[src/rtl/whack_pkg.sv]
// Shared types and constants for the whack-a-mole game sequencer.
//   state_t    : game FSM states
//   LFSR_SEED  : LFSR value after reset
//   SCORE_MAX  : saturation ceiling of the 6-bit score
//   LFSR_TAPS  : feedback mask for taps 16,14,13,11 (bits 15,13,12,10)
//   lfsr_next  : one Fibonacci shift step
package whack_pkg;

  typedef enum logic [2:0] {
    IDLE,
    SPAWN,
    UP,
    COOLDOWN,
    OVER
  } state_t;

  localparam logic [15:0] LFSR_SEED = 16'hACE1;
  localparam logic [5:0]  SCORE_MAX = 6'd63;
  localparam logic [15:0] LFSR_TAPS = 16'hB400;

  function automatic logic [15:0] lfsr_next(input logic [15:0] s);
    return {s[14:0], ^(s & LFSR_TAPS)};
  endfunction

endpackage

[src/rtl/switch_edge_detect.sv]
// Two-flop synchroniser followed by an edge register.
//   clk, rst_n : clock, async active-low reset
//   din        : asynchronous input bits
//   edges      : one-cycle pulse per bit; rising edges only when RISE_ONLY,
//                otherwise either edge. Pulses 2 cycles after the pin change
//                so the consumer acts on the 3rd edge.
module switch_edge_detect #(
  parameter int W         = 16,
  parameter bit RISE_ONLY = 1'b0
) (
  input  logic         clk,
  input  logic         rst_n,
  input  logic [W-1:0] din,
  output logic [W-1:0] edges
);

  logic [W-1:0] s1, s2, q;

  always_ff @(posedge clk or negedge rst_n) begin
    if (!rst_n) begin
      s1 <= '0;
      s2 <= '0;
      q  <= '0;
    end else begin
      s1 <= din;
      s2 <= s1;
      q  <= s2;
    end
  end

  assign edges = RISE_ONLY ? (s2 & ~q) : (s2 ^ q);

endmodule

[src/rtl/whack_game_controller.sv]
// Whack-a-mole game sequencer: starts a round on BTNC, lights one
// pseudo-random mole at a time, scores switch toggles on the lit position,
// and counts down the round in seconds.
//   CLK, RST_N : clock, async active-low reset
//   BTNC       : start button (async, pre-debounced)
//   SWITCHES   : whack inputs (async), a toggle either way is a whack
//   LEDS       : one-hot mole position or zero
//   SCORE      : hits this round, saturating at 63
//   TIME_LEFT  : seconds remaining in the round
//   PLAYING    : high in SPAWN/UP/COOLDOWN
//   GAME_OVER  : high in OVER
// Optional macro MISS_PENALTY_EN: a whack on an unlit bit while a mole is up
// (with no simultaneous hit) takes one point off, floored at zero.
module whack_game_controller
  import whack_pkg::*;
#(
  parameter int SEC_CYCLES       = 100_000_000,
  parameter int GAME_SECONDS     = 60,
  parameter int MOLE_CYCLES_INIT = 75_000_000,
  parameter int MOLE_CYCLES_MIN  = 25_000_000,
  parameter int MOLE_STEP        = 2_500_000,
  parameter int COOLDOWN_CYCLES  = 10_000_000
) (
  input  logic        CLK,
  input  logic        RST_N,
  input  logic        BTNC,
  input  logic [15:0] SWITCHES,
  output logic [15:0] LEDS,
  output logic [5:0]  SCORE,
  output logic [7:0]  TIME_LEFT,
  output logic        PLAYING,
  output logic        GAME_OVER
);

  state_t      state, state_nxt;
  logic        start;
  logic [15:0] whack;
  logic [15:0] lfsr;
  logic [15:0] leds;
  logic [5:0]  score;
  logic [7:0]  time_left;
  logic [31:0] sec_cnt;
  logic [31:0] tmr;       // mole lifetime in UP, dark gap in COOLDOWN
  logic [31:0] lifetime;
  logic [3:0]  cur_idx;   // also serves as "previous mole" for SPAWN
  logic [3:0]  spawn_idx;

  logic playing, start_round, sec_tick, time_done, hit, mole_exp;

  switch_edge_detect #(.W(1), .RISE_ONLY(1'b1)) u_btn (
    .clk   (CLK),
    .rst_n (RST_N),
    .din   (BTNC),
    .edges (start)
  );

  switch_edge_detect #(.W(16), .RISE_ONLY(1'b0)) u_sw (
    .clk   (CLK),
    .rst_n (RST_N),
    .din   (SWITCHES),
    .edges (whack)
  );

  assign playing     = (state == SPAWN) || (state == UP) || (state == COOLDOWN);
  assign start_round = ((state == IDLE) || (state == OVER)) && start;
  assign sec_tick    = playing && (sec_cnt == 32'(SEC_CYCLES - 1));
  assign time_done   = sec_tick && (time_left == 8'd1);
  assign hit         = (state == UP) && whack[cur_idx];
  assign mole_exp    = (state == UP) && (tmr == 32'd1);
  // Never light the same position twice in a row.
  assign spawn_idx   = (lfsr[3:0] == cur_idx) ? lfsr[3:0] + 4'd1 : lfsr[3:0];

`ifdef MISS_PENALTY_EN
  logic miss;
  assign miss = (state == UP) && (|whack) && !hit;
`endif

  always_ff @(posedge CLK or negedge RST_N) begin
    if (!RST_N) state <= IDLE;
    else        state <= state_nxt;
  end

  always_comb begin
    state_nxt = state;
    case (state)
      IDLE, OVER: if (start) state_nxt = SPAWN;
      SPAWN:      state_nxt = UP;
      UP:         if (hit || mole_exp) state_nxt = COOLDOWN;
      COOLDOWN:   if (tmr == 32'd1) state_nxt = SPAWN;
      default:    state_nxt = IDLE;
    endcase
    // Running out of time overrides anything else that happens this cycle.
    if (time_done) state_nxt = OVER;
  end

  always_ff @(posedge CLK or negedge RST_N) begin
    if (!RST_N) begin
      lfsr      <= LFSR_SEED;
      leds      <= '0;
      score     <= '0;
      time_left <= 8'(GAME_SECONDS);
      sec_cnt   <= '0;
      tmr       <= '0;
      lifetime  <= 32'(MOLE_CYCLES_INIT);
      cur_idx   <= '0;
    end else begin
      // Free-running, so positions depend on when the player acts.
      lfsr <= lfsr_next(lfsr);
      if (start_round) begin
        leds      <= '0;
        score     <= '0;
        time_left <= 8'(GAME_SECONDS);
        sec_cnt   <= '0;
        lifetime  <= 32'(MOLE_CYCLES_INIT);
      end else if (playing) begin
        sec_cnt <= sec_tick ? 32'd0 : sec_cnt + 32'd1;
        if (sec_tick) time_left <= time_left - 8'd1;
        if (time_done) begin
          leds <= '0;
        end else begin
          case (state)
            SPAWN: begin
              cur_idx <= spawn_idx;
              leds    <= 16'd1 << spawn_idx;
              tmr     <= lifetime;
            end
            UP: begin
              if (hit) begin
                leds  <= '0;
                tmr   <= 32'(COOLDOWN_CYCLES);
                score <= (score == SCORE_MAX) ? score : score + 6'd1;
                if (lifetime >= 32'(MOLE_CYCLES_MIN + MOLE_STEP))
                  lifetime <= lifetime - 32'(MOLE_STEP);
                else
                  lifetime <= 32'(MOLE_CYCLES_MIN);
              end else if (mole_exp) begin
                leds <= '0;
                tmr  <= 32'(COOLDOWN_CYCLES);
              end else begin
                tmr <= tmr - 32'd1;
`ifdef MISS_PENALTY_EN
                if (miss && (score != 6'd0)) score <= score - 6'd1;
`endif
              end
            end
            COOLDOWN: tmr <= tmr - 32'd1;
            default: ;
          endcase
        end
      end
    end
  end

  assign LEDS      = leds;
  assign SCORE     = score;
  assign TIME_LEFT = time_left;
  assign PLAYING   = playing;
  assign GAME_OVER = (state == OVER);

endmodule

[config.mk]
export PLATFORM = sky130hd
export DESIGN_NAME = whack_game_controller
export DESIGN_NICKNAME = d
export VERILOG_FILES = /design/src/rtl/whack_pkg.sv /design/src/rtl/switch_edge_detect.sv /design/src/rtl/whack_game_controller.sv
export SDC_FILE = /design/constraint.sdc
export NUM_CORES = 1
export LEC_CHECK = 0
export CAP_MARGIN = 15
export CORE_MARGIN = 2
export CORE_UTILIZATION = 60
export CTS_BUF_LIST = sky130_fd_sc_hd__clkbuf_8
export DETAILED_ROUTE_END_ITERATION = 12
export PLACE_DENSITY_LB_ADDON = 0.1
export SYNTH_ARGS = -nofsm -noshare
export SYNTH_HDL_FRONTEND = slang
export SYNTH_SLANG_ARGS = --single-unit
[constraint.sdc]
create_clock -name CLK -period 3.7 [get_ports CLK]
set_input_delay 0.74 -clock CLK [delete_from_list [all_inputs] [get_ports CLK]]
set_output_delay 0.74 -clock CLK [all_outputs]
set_load 0.01 [all_outputs]
==> results of run 1 <==
## final timing paths
check | end | slack, ps | cells after the start
setup reg to reg | lifetime[24] | 650 | 9
max in group asynchronous | lifetime[20] | 2630 | 2
setup / recovery | lifetime[24] | 650 | 9
hold reg to reg | lfsr[5] | 360 | 0
min in group CLK | lfsr[5] | 360 | 0
hold / removal | lfsr[9] | 230 | 1
## metal layers
layer	part of all wire	vias to the layer above	track usage	routed length (µm)
li1	-	3310	-	-
met1	0.44	3490	0.352	8900
met2	0.48	206	0.413	9720
met3	0.047	36	0.0473	941
met4	0.028	0	0.116	555
met5	0	-	0	0
## through the flow
stage | std cells | hold slack, ps | power, mW
5_1_grt | 1129 | 261 | 6.01
6_report | 1129 | 227 | 5.69
3_5_place_dp | 1097 | 336 | 4.24
2_1_floorplan | 874 | 331 | 3.76
4_1_cts | 1129 | 244 | 5.71
3_3_place_gp | 1097 | 331 | 4.18
## cell usage after synthesis (11+ instances only)
cell / number / area [µm²]
a21oi_1: 34 / 170
buf_2: 14 / 70.1
clkbuf_1: 16 / 60.1
dfrtp_1: 173 / 4330
dfstp_2: 22 / 578
inv_1: 28 / 105
nand2_1: 67 / 251
nand2b_1: 11 / 68.8
nand3_1: 35 / 175
nand4_1: 18 / 113
nor2_1: 74 / 278
nor3_1: 32 / 160
nor4_1: 14 / 87.6
o21ai_0: 43 / 215
o22ai_1: 12 / 75.1
o2bb2ai_1: 13 / 114
or3_1: 23 / 144
xnor2_1: 30 / 263
xor2_1: 24 / 210
## power by group through the flow
stage	logic (mW)	registers, mW	clock network [mW]
finish	1.24	2.99	1.46
global route	1.39	3.04	1.58
CTS	1.24	2.97	1.50
detailed placement	1.23	3.00	0
global placement	1.19	2.99	0
floorplan	0.923	2.83	0
## critical path, cell delays in order, from the launching register on
cell and delay [ps]:
dfrtp_1 480, o21bai_1 400, inv_1 190, nand4_1 190, nor4_4 60, buf_4 160, or3_1 360, nor2_2 600
o21ai_0 240, a221oi_1 270
## registers in the layout, indices dropped and copies added, names as in the netlist, 4 cells and up
name,cells
sec_cnt,32
tmr,32
lifetime,27
LEDS,16
lfsr,16
u_sw.q,16
u_sw.s1,16
u_sw.s2,16
TIME_LEFT,8
SCORE,6
cur_idx,4
## area by class of cell
class,instances,area (µm²),share of cell area
repair buffers,70,667,0.0648
clock buffers,17,234,0.0227
well taps,188,235,0.0229
flip-flops and latches,195,4910,0.477
multi-input cells,616,3930,0.382
clock inverters,15,209,0.0203
inverters,28,105,0.0102
## kinds of logic (layout without fill, tap and decap cells)
kind of cell	Yosys count	in the layout	synth area share
xor+xnor	54	54	0.0519
compound gates	213	213	0.164
fa+ha+maj	8	8	0.0110
simple gates	330	330	0.188
mux	11	11	0.0150
flops	195	195	0.538
buf+inv	63	130	0.0312
==> metrics.txt, run 1 <==
# TYPE chip_impl_metric gauge
chip_impl_metric{name="worst_ep_arrival_time",unit="ps"} 3450
chip_impl_metric{name="drv_cap",unit=""} 0
chip_impl_info{name="timing_worst_setup_path_type",value="register to register"} 1
chip_impl_info{name="kind_of_end_point_of_the_critical_path",value="register"} 1
chip_impl_metric{name="drt_wl_total",unit="µm"} 20100
chip_impl_metric{name="drc_violation_count_after_routing",unit=""} 0
chip_impl_info{name="top_reg_cell_synth",value="dfrtp_1"} 1
chip_impl_metric{name="yosysWarningCount",unit=""} 0
chip_impl_metric{name="initial_core_util",unit=""} 0.606
chip_impl_info{name="most-common-layout-cells",value="dfrtp_1 (173), nor2_1 (74), nand2_1 (67), clkdlybuf4s50_1 (49), o21ai_0 (42)"} 1
chip_impl_metric{name="fin_setup_tns",unit="ps"} 0
chip_impl_metric{name="clkSlewWorstSetupHoldPaths",unit="ps"} 120
chip_impl_metric{name="ys_ff_latch",unit=""} 195
chip_impl_metric{name="critical_path_peak_fanout",unit=""} 19
chip_impl_metric{name="dr_total_vias",unit=""} 7042
chip_impl_metric{name="place_area",unit="µm²"} 9850
chip_impl_metric{name="synth.cell_area",unit="µm²"} 9110
chip_impl_info{name="mostFrequentLayoutCell",value="dfrtp_1"} 1
chip_impl_info{name="setup_repair_after_global_routing_missed_its_margin",value="no"} 1
chip_impl_metric{name="utilization_after_layout",unit=""} 0.684
chip_impl_info{name="status",value="finished clean"} 1
chip_impl_metric{name="wl_per_cell",unit="µm"} 17.8
chip_impl_metric{name="synth.avg_cell_area",unit="µm²"} 10.4
chip_impl_metric{name="total_switching_power",unit="mW"} 2.05
chip_impl_metric{name="grt_overflow_total",unit=""} 0
chip_impl_metric{name="cts_hold_buf",unit=""} 0
chip_impl_metric{name="post_cts.repair.setup_buffers",unit=""} 0
chip_impl_metric{name="final.setup.worst_slack",unit="ps"} 648
chip_impl_metric{name="power_per_cell_area",unit="nW/µm²"} 553
chip_impl_metric{name="p_comb_frac",unit=""} 0.218
chip_impl_metric{name="synth-async-reset-ratio",unit=""} 1.00
chip_impl_info{name="tritoncts",value="built"} 1
chip_impl_metric{name="netSwitchingFraction",unit=""} 0.361
chip_impl_metric{name="grt_antenna_before_repair",unit=""} 0
chip_impl_metric{name="fin_worst_skew",unit="ps"} 19.0
chip_impl_metric{name="synth_seq_area_share",unit=""} 0.538
chip_impl_metric{name="power_report.internal_total",unit="mW"} 3.64
chip_impl_metric{name="post_cts_resize_count",unit=""} 0
chip_impl_metric{name="finalHoldViolations",unit=""} 0
chip_impl_metric{name="finalInstanceArea",unit="µm²"} 10300
chip_impl_metric{name="vdd.ir_drop.worst",unit="µV"} 376
chip_impl_metric{name="share_seq_of_total_power",unit=""} 0.525
chip_impl_metric{name="drt_iter0_markers",unit=""} 616
chip_impl_info{name="startpoint",value="state[0]"} 1
chip_impl_metric{name="dieHeight",unit="µm"} 127
chip_impl_metric{name="max_freq",unit="MHz"} 328
chip_impl_metric{name="synth_enable_flop_cells",unit=""} 0
chip_impl_metric{name="layout-area-overhead-vs-synth",unit="%"} 12.9
chip_impl_metric{name="worst_slew_pin_slew",unit="ps"} 1090
chip_impl_metric{name="place.detailed.hpwl",unit="µm"} 14000
chip_impl_metric{name="cts_made_buffers",unit=""} 17
chip_impl_metric{name="tritoncts_num_sinks",unit=""} 195
chip_impl_metric{name="vias_per_cell",unit=""} 6.24
chip_impl_metric{name="slew-limit-headroom",unit=""} 0.268
chip_impl_metric{name="floorplan.die_area",unit="µm²"} 16200
chip_impl_metric{name="clkLatencyLatePin",unit="ps"} 490
chip_impl_metric{name="firstDrtPassIters",unit=""} 5
chip_impl_metric{name="fill_cells",unit=""} 1139
chip_impl_info{name="cts_root_buffer",value="clkbuf_8"} 1
chip_impl_metric{name="rows",unit=""} 45
chip_impl_metric{name="die_w",unit="µm"} 127
chip_impl_metric{name="count_of_unique_library_cells_instantiated_by_yosys",unit=""} 78
chip_impl_metric{name="post_route_cells_drive_above_1_share",unit=""} 0.108
chip_impl_metric{name="layout_min_cycle_time",unit="ps"} 3050
chip_impl_metric{name="diode_insertion_count_for_antenna_repair",unit=""} 0
chip_impl_metric{name="pin_count_of_the_biggest_net_entering_global_routing",unit=""} 83
chip_impl_metric{name="placeableCoreArea",unit="µm²"} 15000
chip_impl_metric{name="drtAntennaViolNets",unit=""} 0
chip_impl_metric{name="clkPwrFrac",unit=""} 0.257
chip_impl_metric{name="grt_pass1_wl",unit="µm"} 33600
chip_impl_metric{name="clockBufferDepth",unit=""} 2
chip_impl_info{name="timing.critical_path.from_type",value="register"} 1
chip_impl_metric{name="htreeDepth",unit=""} 4
chip_impl_metric{name="gr-usage-all-layers",unit=""} 0.260
chip_impl_metric{name="layout_worst_path_cycle_share",unit=""} 0.825
chip_impl_metric{name="post_layout_nets",unit=""} 955
chip_impl_metric{name="port_buffers",unit=""} 50
chip_impl_info{name="worstHoldPathType",value="input pin to asynchronous set/reset pin"} 1
chip_impl_metric{name="dp_slack",unit="ps"} 707
chip_impl_metric{name="synth.net_count",unit=""} 901
chip_impl_metric{name="finalWeightedCongestion",unit=""} 0.884
chip_impl_info{name="regToRegStartpoint",value="state[0]"} 1
chip_impl_metric{name="critical_path_required",unit="ps"} 4100
chip_impl_metric{name="via_count_of_the_first_global_routing_pass",unit=""} 6801
chip_impl_metric{name="num_io_pins",unit=""} 51
chip_impl_metric{name="report.final.slew_viol_count",unit=""} 0
chip_impl_metric{name="total_leakage_power",unit="nW"} 4.27
chip_impl_metric{name="synthCells",unit=""} 874
chip_impl_metric{name="finalSetupViolCount",unit=""} 0
Note: power is estimated with default switching activity, not from simulation.
==> run 2: changes to the inputs <==
Clock period 3.7 ns to 3.2 ns, I/O delays scaled along.
==> run 2 against run 1 <==
Combinational power increased by 18%. Design area is 1.2% higher. Clock skew shrank 3.0 ps. Non-clock buffer count increased by 11. Critical endpoint is now tmr[29]. Largest cell class unchanged.
==> metrics.txt, run 2 (same netlist as run 1, synthesis figures left out) <==
# TYPE chip_impl_metric gauge
chip_impl_info{name="status",value="finished clean"} 1
chip_impl_info{name="startpoint",value="tmr[25]"} 1
chip_impl_metric{name="finalHoldViolations",unit=""} 0
chip_impl_metric{name="post_route_cells_drive_above_1_share",unit=""} 0.119
chip_impl_metric{name="wl_per_cell",unit="µm"} 18.1
chip_impl_metric{name="drt_wl_total",unit="µm"} 20600
chip_impl_metric{name="critical_path_peak_fanout",unit=""} 9
chip_impl_metric{name="finalWeightedCongestion",unit=""} 0.915
chip_impl_info{name="crit_path_cell_trace",value="or3_1, or4_1, or2_1, o31a_1, a21oi_2, buf_4, buf_4, a21oi_1, a221o_1"} 1
chip_impl_info{name="timing.critical_path.from_type",value="register"} 1
chip_impl_metric{name="dp_cells",unit=""} 1107
chip_impl_info{name="slowest_stage",value="or4_1"} 1
chip_impl_metric{name="post_layout_nets",unit=""} 966
chip_impl_metric{name="place.detailed.hpwl",unit="µm"} 14500
chip_impl_metric{name="worst_ep_arrival_time",unit="ps"} 3280
chip_impl_metric{name="layout_worst_path_cycle_share",unit=""} 0.912
chip_impl_metric{name="total_leakage_power",unit="nW"} 4.35
chip_impl_metric{name="max_stage_delay",unit="ps"} 520
chip_impl_metric{name="die_w",unit="µm"} 127
chip_impl_metric{name="fin_worst_skew",unit="ps"} 16.0
chip_impl_metric{name="clkLatencyLatePin",unit="ps"} 480
chip_impl_metric{name="clkSlewWorstSetupHoldPaths",unit="ps"} 120
chip_impl_metric{name="vias_per_cell",unit=""} 6.39
chip_impl_metric{name="fin_setup_tns",unit="ps"} 0
chip_impl_metric{name="layout_min_cycle_time",unit="ps"} 2920
chip_impl_metric{name="diode_insertion_count_for_antenna_repair",unit=""} 0
chip_impl_metric{name="initial_core_util",unit=""} 0.606
chip_impl_metric{name="finalSetupViolCount",unit=""} 0
chip_impl_metric{name="floorplan.die_area",unit="µm²"} 16200
chip_impl_metric{name="dieHeight",unit="µm"} 127
chip_impl_metric{name="cts_hold_buf",unit=""} 0
chip_impl_metric{name="critical_path_required",unit="ps"} 3560
chip_impl_info{name="setup_repair_after_global_routing_missed_its_margin",value="no"} 1
chip_impl_metric{name="rows",unit=""} 45
chip_impl_metric{name="vdd.ir_drop.worst",unit="µV"} 442
chip_impl_metric{name="grt_antenna_before_repair",unit=""} 0
chip_impl_info{name="layout_top_registers",value="sec_cnt x32, tmr x32, lifetime x27"} 1
chip_impl_metric{name="placeableCoreArea",unit="µm²"} 15000
chip_impl_metric{name="clockBufferDepth",unit=""} 2
chip_impl_metric{name="utilization_after_layout",unit=""} 0.692
chip_impl_metric{name="report.final.slew_viol_count",unit=""} 0
chip_impl_metric{name="final-instance-count-excl-fill",unit=""} 1140
chip_impl_metric{name="grt_overflow_total",unit=""} 0
chip_impl_metric{name="firstDrtPassIters",unit=""} 6
chip_impl_metric{name="max_freq",unit="MHz"} 343
chip_impl_metric{name="htreeDepth",unit=""} 4
chip_impl_metric{name="drt_iter0_markers",unit=""} 636
chip_impl_metric{name="drv_cap",unit=""} 0
chip_impl_metric{name="post_cts_resize_count",unit=""} 0
chip_impl_metric{name="worst_case_hold_slack",unit="ps"} 116
chip_impl_metric{name="gr-usage-all-layers",unit=""} 0.271
chip_impl_metric{name="cts_made_buffers",unit=""} 17
chip_impl_metric{name="port_buffers",unit=""} 50
chip_impl_metric{name="tritoncts_num_sinks",unit=""} 195
chip_impl_info{name="timing_worst_setup_path_type",value="register to register"} 1
chip_impl_info{name="tritoncts",value="built"} 1
chip_impl_info{name="regToRegStartpoint",value="tmr[25]"} 1
chip_impl_metric{name="via_count_of_the_first_global_routing_pass",unit=""} 7246
chip_impl_info{name="worstHoldPathType",value="input pin to asynchronous set/reset pin"} 1
chip_impl_metric{name="worst_slew_pin_slew",unit="ps"} 789
chip_impl_metric{name="post_cts.repair.setup_buffers",unit=""} 0
chip_impl_info{name="kind_of_end_point_of_the_critical_path",value="register"} 1
chip_impl_metric{name="num_io_pins",unit=""} 51
chip_impl_info{name="most-common-layout-cells",value="dfrtp_1 (173), nor2_1 (74), nand2_1 (67), clkdlybuf4s50_1 (49), o21ai_0 (42)"} 1
chip_impl_info{name="mostFrequentLayoutCell",value="dfrtp_1"} 1
chip_impl_metric{name="pin_count_of_the_biggest_net_entering_global_routing",unit=""} 68
chip_impl_metric{name="grt_pass1_wl",unit="µm"} 35500
chip_impl_metric{name="dr_total_vias",unit=""} 7283
chip_impl_metric{name="power_per_cell_area",unit="nW/µm²"} 646
chip_impl_metric{name="slew-limit-headroom",unit=""} 0.474
chip_impl_metric{name="layout-area-overhead-vs-synth",unit="%"} 14.2
chip_impl_metric{name="drc_violation_count_after_routing",unit=""} 0
chip_impl_info{name="cts_root_buffer",value="clkbuf_8"} 1
chip_impl_metric{name="drtAntennaViolNets",unit=""} 0
chip_impl_info{name="path_common_cell",value="buf_4"} 1
[run 2: cell types whose count changed in the layout (fill, tap and decap cells not counted)]
| cell | before | now |
|---|---|---|
| buf_12 | 1 | 2 |
| buf_4 | 19 | 28 |
| buf_6 | 0 | 1 |
| bufinv_16 | 0 | 1 |
| clkinv_4 | 1 | 0 |
| clkinv_8 | 5 | 3 |
| inv_12 | 5 | 6 |
| inv_6 | 3 | 1 |
| inv_8 | 1 | 4 |
[run 2: where the power goes]
part           internal (mW)  switching (mW)  total [mW]
sequential              2.90           0.573        3.47
clock                  0.718            1.07        1.79
combinational          0.677           0.781        1.46
[run 2: final cells by class]
class                           instances  area (µm²)
Fill cell                            1121        4620
Multi-Input combinational cell        616        3930
Inverter                               28         105
Sequential cell                       195        4910
Clock buffer                           17         234
Clock inverter                         15         230
Timing Repair Buffer                   81         766
Tap cell                              188         235
[run 2: critical path: cells and delay by family, from the launching register on]
| family | cells | cell delay (ps) |
|---|---|---|
| AO/OA/AOI/OAI | 4 | 840 |
| buffers and inverters | 2 | 350 |
| flip-flops | 1 | 420 |
| AND/OR/NAND/NOR | 3 | 1200 |
[run 2: layer usage]
metal / share of wire / GRT usage / wire length (µm) / up-vias
met5: 0 / 0 / 0 / -
li1: - / - / - / 3335
met4: 0.025 / 0.0918 / 523 / 0
met3: 0.056 / 0.0503 / 1150 / 46
met2: 0.48 / 0.444 / 9930 / 300
met1: 0.44 / 0.371 / 8980 / 3602
[run 2: final timing paths]
kind | endpoint | slack (ps) | cells past startpoint
min in group CLK | lfsr[6] | 360 | 0
worst min-delay path | lfsr[12] | 120 | 1
max in group asynchronous | lifetime[6] | 2210 | 2
worst max register to register | tmr[29] | 280 | 9
worst min register to register | lfsr[6] | 360 | 0
worst max-delay path | tmr[29] | 280 | 9
[run 2: per-stage QoR]
| step | power (mW) | instance area, µm² | setup slack [ps] |
|---|---|---|---|
| 6_report | 6.72 | 10400 | 281 |
| 3_5_place_dp | 4.94 | 9930 | 338 |
| 3_3_place_gp | 4.84 | 9930 | 384 |
| 4_1_cts | 6.73 | 10400 | 316 |
| 2_1_floorplan | 4.34 | 9110 | 580 |
| 5_1_grt | 7.09 | 10400 | 151 |
